[src/rtl/stream_decryptor.sv]
// Byte-oriented stream decryptor built on three majority-clocked LFSRs.
// The session key and the public frame value are shifted into the LFSRs,
// then the LFSRs are warmed up. After that, each ciphertext byte is XORed
// MSB first with one keystream bit per cycle.
module stream_decryptor #(
  parameter int MIX_CYCLES = 100
) (
  input  logic        clk,
  input  logic        rst,
  input  logic        start,
  input  logic [63:0] secret_key,
  input  logic [21:0] public_key,
  input  logic [7:0]  s_data,
  input  logic        s_valid,
  output logic        s_ready,
  output logic [7:0]  m_data,
  output logic        m_valid,
  input  logic        m_ready,
  output logic        keyed
);

  localparam int LOAD_CYCLES = 86;
  localparam int CNT_MAX     = (MIX_CYCLES > LOAD_CYCLES) ? MIX_CYCLES : LOAD_CYCLES;
  localparam int CW          = $clog2(CNT_MAX + 1);

  typedef enum logic [2:0] {S_IDLE, S_LOAD, S_MIX, S_WAIT, S_DEC, S_OUT} state_t;

  state_t        state_q, state_d;
  logic [18:0]   r1_q, r1_d;
  logic [21:0]   r2_q, r2_d;
  logic [22:0]   r3_q, r3_d;
  logic [85:0]   key_q, key_d;
  logic [CW-1:0] cnt_q, cnt_d;
  logic [7:0]    cipher_q, cipher_d;
  logic [7:0]    plain_q, plain_d;
  logic [7:0]    m_data_q, m_data_d;
  logic          keyed_q, keyed_d;

  // Feedback, keystream and majority-clock terms, all from the current register contents.
  logic        fb1, fb2, fb3, ks, maj, plain_bit, start_ok;
  logic [18:0] r1_maj;
  logic [21:0] r2_maj;
  logic [22:0] r3_maj;

  assign fb1 = r1_q[13] ^ r1_q[16] ^ r1_q[17] ^ r1_q[18];
  assign fb2 = r2_q[20] ^ r2_q[21];
  assign fb3 = r3_q[7] ^ r3_q[20] ^ r3_q[21] ^ r3_q[22];
  assign ks  = r1_q[18] ^ r2_q[21] ^ r3_q[22];
  assign maj = (r1_q[8] & r2_q[10]) | (r1_q[8] & r3_q[10]) | (r2_q[10] & r3_q[10]);

  assign r1_maj = (r1_q[8]  == maj) ? {r1_q[17:0], fb1} : r1_q;
  assign r2_maj = (r2_q[10] == maj) ? {r2_q[20:0], fb2} : r2_q;
  assign r3_maj = (r3_q[10] == maj) ? {r3_q[21:0], fb3} : r3_q;

  assign plain_bit = cipher_q[7] ^ ks;
  assign start_ok  = start && ((state_q == S_IDLE) || (state_q == S_WAIT));

  // A start in the same cycle as a byte wins, so the byte is refused rather than dropped.
  assign s_ready = (state_q == S_WAIT) && !start;
  assign m_valid = (state_q == S_OUT);
  assign m_data  = m_data_q;
  assign keyed   = keyed_q;

  // Next-state logic: sequencing, LFSR stepping and byte assembly.
  always_comb begin
    state_d  = state_q;
    r1_d     = r1_q;
    r2_d     = r2_q;
    r3_d     = r3_q;
    key_d    = key_q;
    cnt_d    = cnt_q;
    cipher_d = cipher_q;
    plain_d  = plain_q;
    m_data_d = m_data_q;
    keyed_d  = keyed_q;
    case (state_q)
      S_IDLE, S_WAIT: begin
        if (start_ok) begin
          state_d = S_LOAD;
          key_d   = {secret_key, public_key};
          r1_d    = '0;
          r2_d    = '0;
          r3_d    = '0;
          cnt_d   = '0;
          keyed_d = 1'b0;
        end else if ((state_q == S_WAIT) && s_valid) begin
          state_d  = S_DEC;
          cipher_d = s_data;
          cnt_d    = '0;
        end
      end
      S_LOAD: begin
        r1_d  = {r1_q[17:0], fb1 ^ key_q[85]};
        r2_d  = {r2_q[20:0], fb2 ^ key_q[85]};
        r3_d  = {r3_q[21:0], fb3 ^ key_q[85]};
        key_d = {key_q[84:0], 1'b0};
        if (cnt_q == CW'(LOAD_CYCLES - 1)) begin
          state_d = S_MIX;
          cnt_d   = '0;
        end else begin
          cnt_d = cnt_q + CW'(1);
        end
      end
      S_MIX: begin
        r1_d = r1_maj;
        r2_d = r2_maj;
        r3_d = r3_maj;
        if (cnt_q == CW'(MIX_CYCLES - 1)) begin
          state_d = S_WAIT;
          keyed_d = 1'b1;
          cnt_d   = '0;
        end else begin
          cnt_d = cnt_q + CW'(1);
        end
      end
      S_DEC: begin
        r1_d     = r1_maj;
        r2_d     = r2_maj;
        r3_d     = r3_maj;
        plain_d  = {plain_q[6:0], plain_bit};
        cipher_d = {cipher_q[6:0], 1'b0};
        if (cnt_q == CW'(7)) begin
          state_d  = S_OUT;
          m_data_d = {plain_q[6:0], plain_bit};
          cnt_d    = '0;
        end else begin
          cnt_d = cnt_q + CW'(1);
        end
      end
      S_OUT: begin
        if (m_ready) state_d = S_WAIT;
      end
      default: state_d = S_IDLE;
    endcase
  end

  // State registers; reset abandons any key setup or partial byte.
  always_ff @(posedge clk or negedge rst) begin
    if (!rst) begin
      state_q  <= S_IDLE;
      r1_q     <= '0;
      r2_q     <= '0;
      r3_q     <= '0;
      key_q    <= '0;
      cnt_q    <= '0;
      cipher_q <= '0;
      plain_q  <= '0;
      m_data_q <= '0;
      keyed_q  <= 1'b0;
    end else begin
      state_q  <= state_d;
      r1_q     <= r1_d;
      r2_q     <= r2_d;
      r3_q     <= r3_d;
      key_q    <= key_d;
      cnt_q    <= cnt_d;
      cipher_q <= cipher_d;
      plain_q  <= plain_d;
      m_data_q <= m_data_d;
      keyed_q  <= keyed_d;
    end
  end

endmodule
[config.mk]
export PLATFORM = sky130hd
export DESIGN_NAME = stream_decryptor
export DESIGN_NICKNAME = d
export VERILOG_FILES = /design/src/rtl/stream_decryptor.sv
export SDC_FILE = /design/constraint.sdc
export NUM_CORES = 1
export LEC_CHECK = 0
export ABC_AREA = 1
export CAP_MARGIN = 40
export CORE_MARGIN = 4
export CORE_UTILIZATION = 55
export CTS_CLUSTER_SIZE = 20
export DETAILED_ROUTE_END_ITERATION = 10
export GPL_TIMING_DRIVEN = 1
export PLACE_DENSITY_LB_ADDON = 0.25
export SLEW_MARGIN = 0
export SYNTH_ARGS = -nofsm -noshare
export SYNTH_HDL_FRONTEND = slang
export SYNTH_SLANG_ARGS = --single-unit
[constraint.sdc]
create_clock -name clk -period 1.95 [get_ports clk]
set_input_delay 0.4875 -clock clk [delete_from_list [all_inputs] [get_ports clk]]
set_output_delay 0.4875 -clock clk [all_outputs]
set_load 0.02 [all_outputs]
======== After elaboration in Yosys (flattened, before gate mapping) ========
Index checks and enable logic that the tools add are counted.
Widths: inputs -> output; s select.
storage, ports and cells
  word-level logic and storage cells ...... 103
  flip-flop bits (word level) ............. 184
  bits of input ports ..................... 99
  output and inout bits ................... 11
operators by class
  bitwise logic cells ..................... 18
  reductions and logical operators ........ 22
  add/subtract/negate cells ............... 1
  equality and inequality tests ........... 22
  multiplexer cells ....................... 30
operators by type and width
  cell                 count
  $pmux 86 s2          1
  $mux 86              1
  $pmux 23 s3          1
  $pmux 22 s3          1
  $pmux 19 s3          1
  $mux 23              2
  $mux 22              2
  $mux 19              2
  $mux 7               5
  $pmux 7 s4           1
  $mux 3               6
  $mux 8               2
  $pmux 8 s2           1
  $pmux 3 s5           1
  $reduce_and 3->1     5
  $eq 7x7->1 const B   2
  $xor 1x1->1          13
  $ne 2x2->1 const B   6
  $ne 2x1->1 const B   4
  $add 7x1->7 const B  1
  $eq 7x3->1 const B   1
  $eq 3x2->1 const B   2
  $eq 3x3->1 const B   2
  $reduce_and 2->1     3
  other kinds (16)     27

======== Longest topological paths before layout ========
  word-level depth ........................ 6
  gate-level depth with buffers ........... 11
  gate-level depth less buffers ........... 11

======== Least setup slack after synthesis ========
No wires, ideal clock.
  path type ............................... reg-to-reg
  from .................................... reg state_q[0]
  to ...................................... reg r2_q[10]
  cell stages (with the launch flop) ...... 10
  slack ................................... 0.434 ns
  arrival time ............................ 1.385 ns
  library setup time ...................... 0.131 ns
  buffers on the path ..................... 1
  period minus slack after synthesis ...... 1.516 ns
  data required time ...................... 1.819 ns
  cell sequence ........................... dfrtp_1 nor2_1 nand2_1 nand2_1 nand2_1 nand2_2 inv_1 nand2_2 clkbuf_1 o21ai_0
between the ends
  longest elaborated chain between the ends .. 5
  elaborated cells on any way between the ends .. 14
  classes of those cells .................. 6 x eq/ne; 1 x mux; 7 x reduce/logical
ends and longest elaborated chain
  item                                           line    text
  start: declaration                             28      state_t state_q, state_d;
  start signal: assignment                       151     state_q <= state_d;
  $eq 3x2->1 or $logic_not 3->1 (tied branches)  56, 76
  $logic_or 1x1->1                               56      assign start_ok = start && ((state_q == S_IDLE) || (state_q == S_WAIT));
  $logic_and 1x1->1                              56
  $ne 2x2->1 (no line)                           n/a
  $reduce_and 3->1 (no line)                     n/a
  end signal: assignment                         153     r2_q <= r2_d;
  end: declaration                               30      logic [21:0] r2_q, r2_d;
Several ways; a longest one is shown, not always the timed one.
A chain may end at the register's enable or synchronous reset.

======== Worst setup path in the final report ========
  from .................................... reg keyed_q, in the netlist keyed
  to ...................................... out keyed
RTL lines
  item                      line  text
  start: declaration        37    logic keyed_q, keyed_d;
  start signal: assignment  160   keyed_q <= keyed_d;
  end: declaration          19    output logic keyed
No word-level cell between the ends.

==> impl_metrics.env <==
export IMPL_final_cell_area_um2=9983
export IMPL_synth_top_cell_area_share=0.5750
export IMPL_layout_common_cells="nand2_1 (220), nor2_1 (202), dfrtp_1 (183), clkdlybuf4s50_1 (106), o22ai_1 (85)"
export IMPL_cp_max_fo=2
export IMPL_io_buffers=109
export IMPL_powerDensity_nw_per_um2=1468
export IMPL_start_kind="register"
export IMPL_outcome="finished clean"
export IMPL_die_x_um=128.7
export IMPL_ys_warn_count=0
export IMPL_die_h_um=128.7
export IMPL_dpl_cell_count=1194
export IMPL_ant_nets=0
export IMPL_area_delta_synth_final_pct=24.67
export IMPL_nets=1136
export IMPL_crit_path_end_kind="output pin"
export IMPL_htreeDepth=4
export IMPL_slowest_delay_ps=630
export IMPL_p_leak_nw=4.643
export IMPL_netlist_area_um2=8008
export IMPL_fin_skew_ps=8.423
export IMPL_fin_util=0.7082
export IMPL_antenna_cells=0
export IMPL_clk_pin_slew_ps=70
export IMPL_total_power_mw=14.66
export IMPL_drive_gt1_frac=0.08015
export IMPL_grt_total_usage=0.2150
export IMPL_drt_initial_drc_count=466
export IMPL_slew_headroom=0.6829
export IMPL_synthTopCellsByArea="dfrtp_1 (57%), nand2_1 (10%), nor2_1 (9.5%), o22ai_1 (6.6%), nand3_1 (3.8%)"
export IMPL_clock_sinks=184
export IMPL_p_int_mw=9.051
export IMPL_drc=0
export IMPL_drv_slew=0
export IMPL_combPwrFrac=0.382
export IMPL_tightestPinTransition_ps=474.4
export IMPL_avgSynthCellArea_um2=8.610
export IMPL_syn_inst=930
export IMPL_fin_crit_ps=1897
export IMPL_cts_buffers=17
export IMPL_setup_viol=0
export IMPL_dr_total_vias=6512
export IMPL_via_per_inst=5.303
export IMPL_dieArea_um2=16550
export IMPL_seq_power_share=0.387
export IMPL_p_sw_mw=5.607
export IMPL_fin_cells=1228
export IMPL_finalWirelength_um=17010
export IMPL_holdWs_ps=481.3
export IMPL_cp_top_family="buffers and inverters"
export IMPL_dpl_worst_slack_ps=-146.5
export IMPL_cap_violations=0
export IMPL_timing_final_ws_setup_ps=52.95
export IMPL_avgRoutedWirePerCell_um=13.85
export IMPL_pwr_share_clk=0.231
export IMPL_crit_arrival_ps=1410
export IMPL_rsz0062_at_grt="no"
export IMPL_p_sw_frac=0.3825
export IMPL_grt_max_degree=87
export IMPL_rows=43
export IMPL_synth_top_area_cell="dfrtp_1"
export IMPL_critPathBufInv=1
export IMPL_grt_pass1_wl_um=29080
export IMPL_synth_fp_nets=1031
export IMPL_cp_cell_sequence="clkdlybuf4s50_1"
export IMPL_vdd_ir_drop_max_uv=796.3
export IMPL_overflow=0
export IMPL_place_area_um2=9370
export IMPL_post_route_period_util=0.9728
export IMPL_grt_pass1_vias=6157
export IMPL_worstSkewPairLatency_ps=430
export IMPL_critPathSlowestCell="clkdlybuf4s50_1"
export IMPL_tns_ps=0
export IMPL_max_freq_mhz=527.1
export IMPL_first_pass_iters=5
export IMPL_finalHoldViolations=0
export IMPL_synth_seq_area_share=0.5750
export IMPL_ys_ff_latch=184
export IMPL_start_util=0.5681
export IMPL_final_common_cell="nand2_1"
export IMPL_antenna_found_initial=0
export IMPL_dp_hpwl_um=10920
export IMPL_clockRootBuffer="clkbuf_16"
export IMPL_num_io_pins=110
export IMPL_hp_class="register to register"
export IMPL_crit_required_ps=1460
export IMPL_core_um2=14100
export IMPL_globalplace_congestion=0.8183
export IMPL_post_cts_buffers=0
export IMPL_cts_max_path_buffers=2
export IMPL_synth_distinct_cells=28
export IMPL_critPathKind="register to output pin"
export IMPL_cts_tree="done"
==> logic make-up (layout without fill, tap and decap cells) <==
family | after synthesis | count (layout) | share of synthesized area
compound gates | 139 | 139 | 0.1027
xor+xnor | 10 | 10 | 0.01094
fa+ha+maj | 2 | 2 | 0.003125
buf+inv | 92 | 210 | 0.05515
flops | 184 | 184 | 0.5750
simple gates | 503 | 503 | 0.2531
==> worst reg2reg max path, cell delays in order, from the launching register on <==
cell,delay (ps)
dfrtp_1,450
nand2_1,150
nor2_2,220
buf_4,200
nor2_1,60
inv_2,170
buf_4,180
nand2_1,60
o21ai_0,210
==> state kept, by name (all words and copies together) (netlist names) <==
| name | flops |
|---|---|
| plain_q | 7 |
| cipher_q | 8 |
| keyed | 1 |
| m_data | 8 |
| r1_q | 19 |
| key_q | 86 |
| r2_q | 22 |
| state_q | 3 |
| r3_q | 23 |
| cnt_q | 7 |
==> power by group through the flow <==
| stage | combinational [mW] | sequential, mW | clock [mW] |
|---|---|---|---|
| 2_1_floorplan | 4.07 | 5.56 | 0 |
| 3_3_place_gp | 5.36 | 5.69 | 0 |
| 3_5_place_dp | 5.50 | 5.71 | 0 |
| 4_1_cts | 5.53 | 5.67 | 3.44 |
| 5_1_grt | 6.39 | 5.82 | 3.62 |
| 6_report | 5.60 | 5.67 | 3.38 |
==> synth_stat cells <==
cell	count
o22ai_1	85
buf_1	1
clkbuf_2	1
nand2_2	5
xnor2_1	6
nand2_1	220
buf_4	10
ha_1	2
o21bai_1	1
nor3_1	1
nand3_2	1
dfrtp_1	184
nand4_1	7
o31ai_1	7
o21ai_0	38
inv_2	8
nor2_2	3
nor2_4	2
buf_2	28
buf_6	3
xor2_1	4
nor2_1	202
or2_2	1
o21ai_1	4
a21oi_1	4
nand3_1	61
clkbuf_1	8
inv_1	33
==> routing by layer <==
layer	up-vias	share of wire	GRT usage
li1	3256	-	-
met1	3078	0.46	0.3063
met2	161	0.46	0.3155
met3	17	0.073	0.07763
met4	0	0.013	0.05621
met5	-	0	0
==> cell type report <==
cell class / instances / area, µm²
Clock inverter: 12 / 115.1
Inverter: 41 / 158.9
Tap cell: 180 / 225.2
Fill cell: 1106 / 4113
Sequential cell: 184 / 4606
Timing Repair Buffer: 137 / 1450
Clock buffer: 20 / 466.7
Multi-Input combinational cell: 654 / 2962
==> path summary, 6_finish.rpt <==
kind,cells past startpoint,endpoint,slack [ps],from
worst min-delay path,2,r3_q[3]$_DFFE_PN0P_,480,r3_q[3]$_DFFE_PN0P_
worst max register to register,8,r2_q[19]$_DFFE_PN0P_,170,state_q[0]$_DFFE_PN0P_
worst min register to register,2,r3_q[3]$_DFFE_PN0P_,480,r3_q[3]$_DFFE_PN0P_
worst max-delay path,1,keyed,50,keyed$_DFFE_PN0P_
max in group asynchronous,3,key_q[10]$_DFFE_PN0P_,830,rst
min in group asynchronous,2,m_data[4]$_DFFE_PN0P_,510,rst
==> timing repair <==
item                       in CTS  in global routing
gates cloned                    0                  1
gates resized for setup         7                  6
hold buffers                    1                  0
hold endpoints to repair       29                  0
setup endpoints to repair       2                 31
Note: power is estimated with default switching activity, not from simulation.
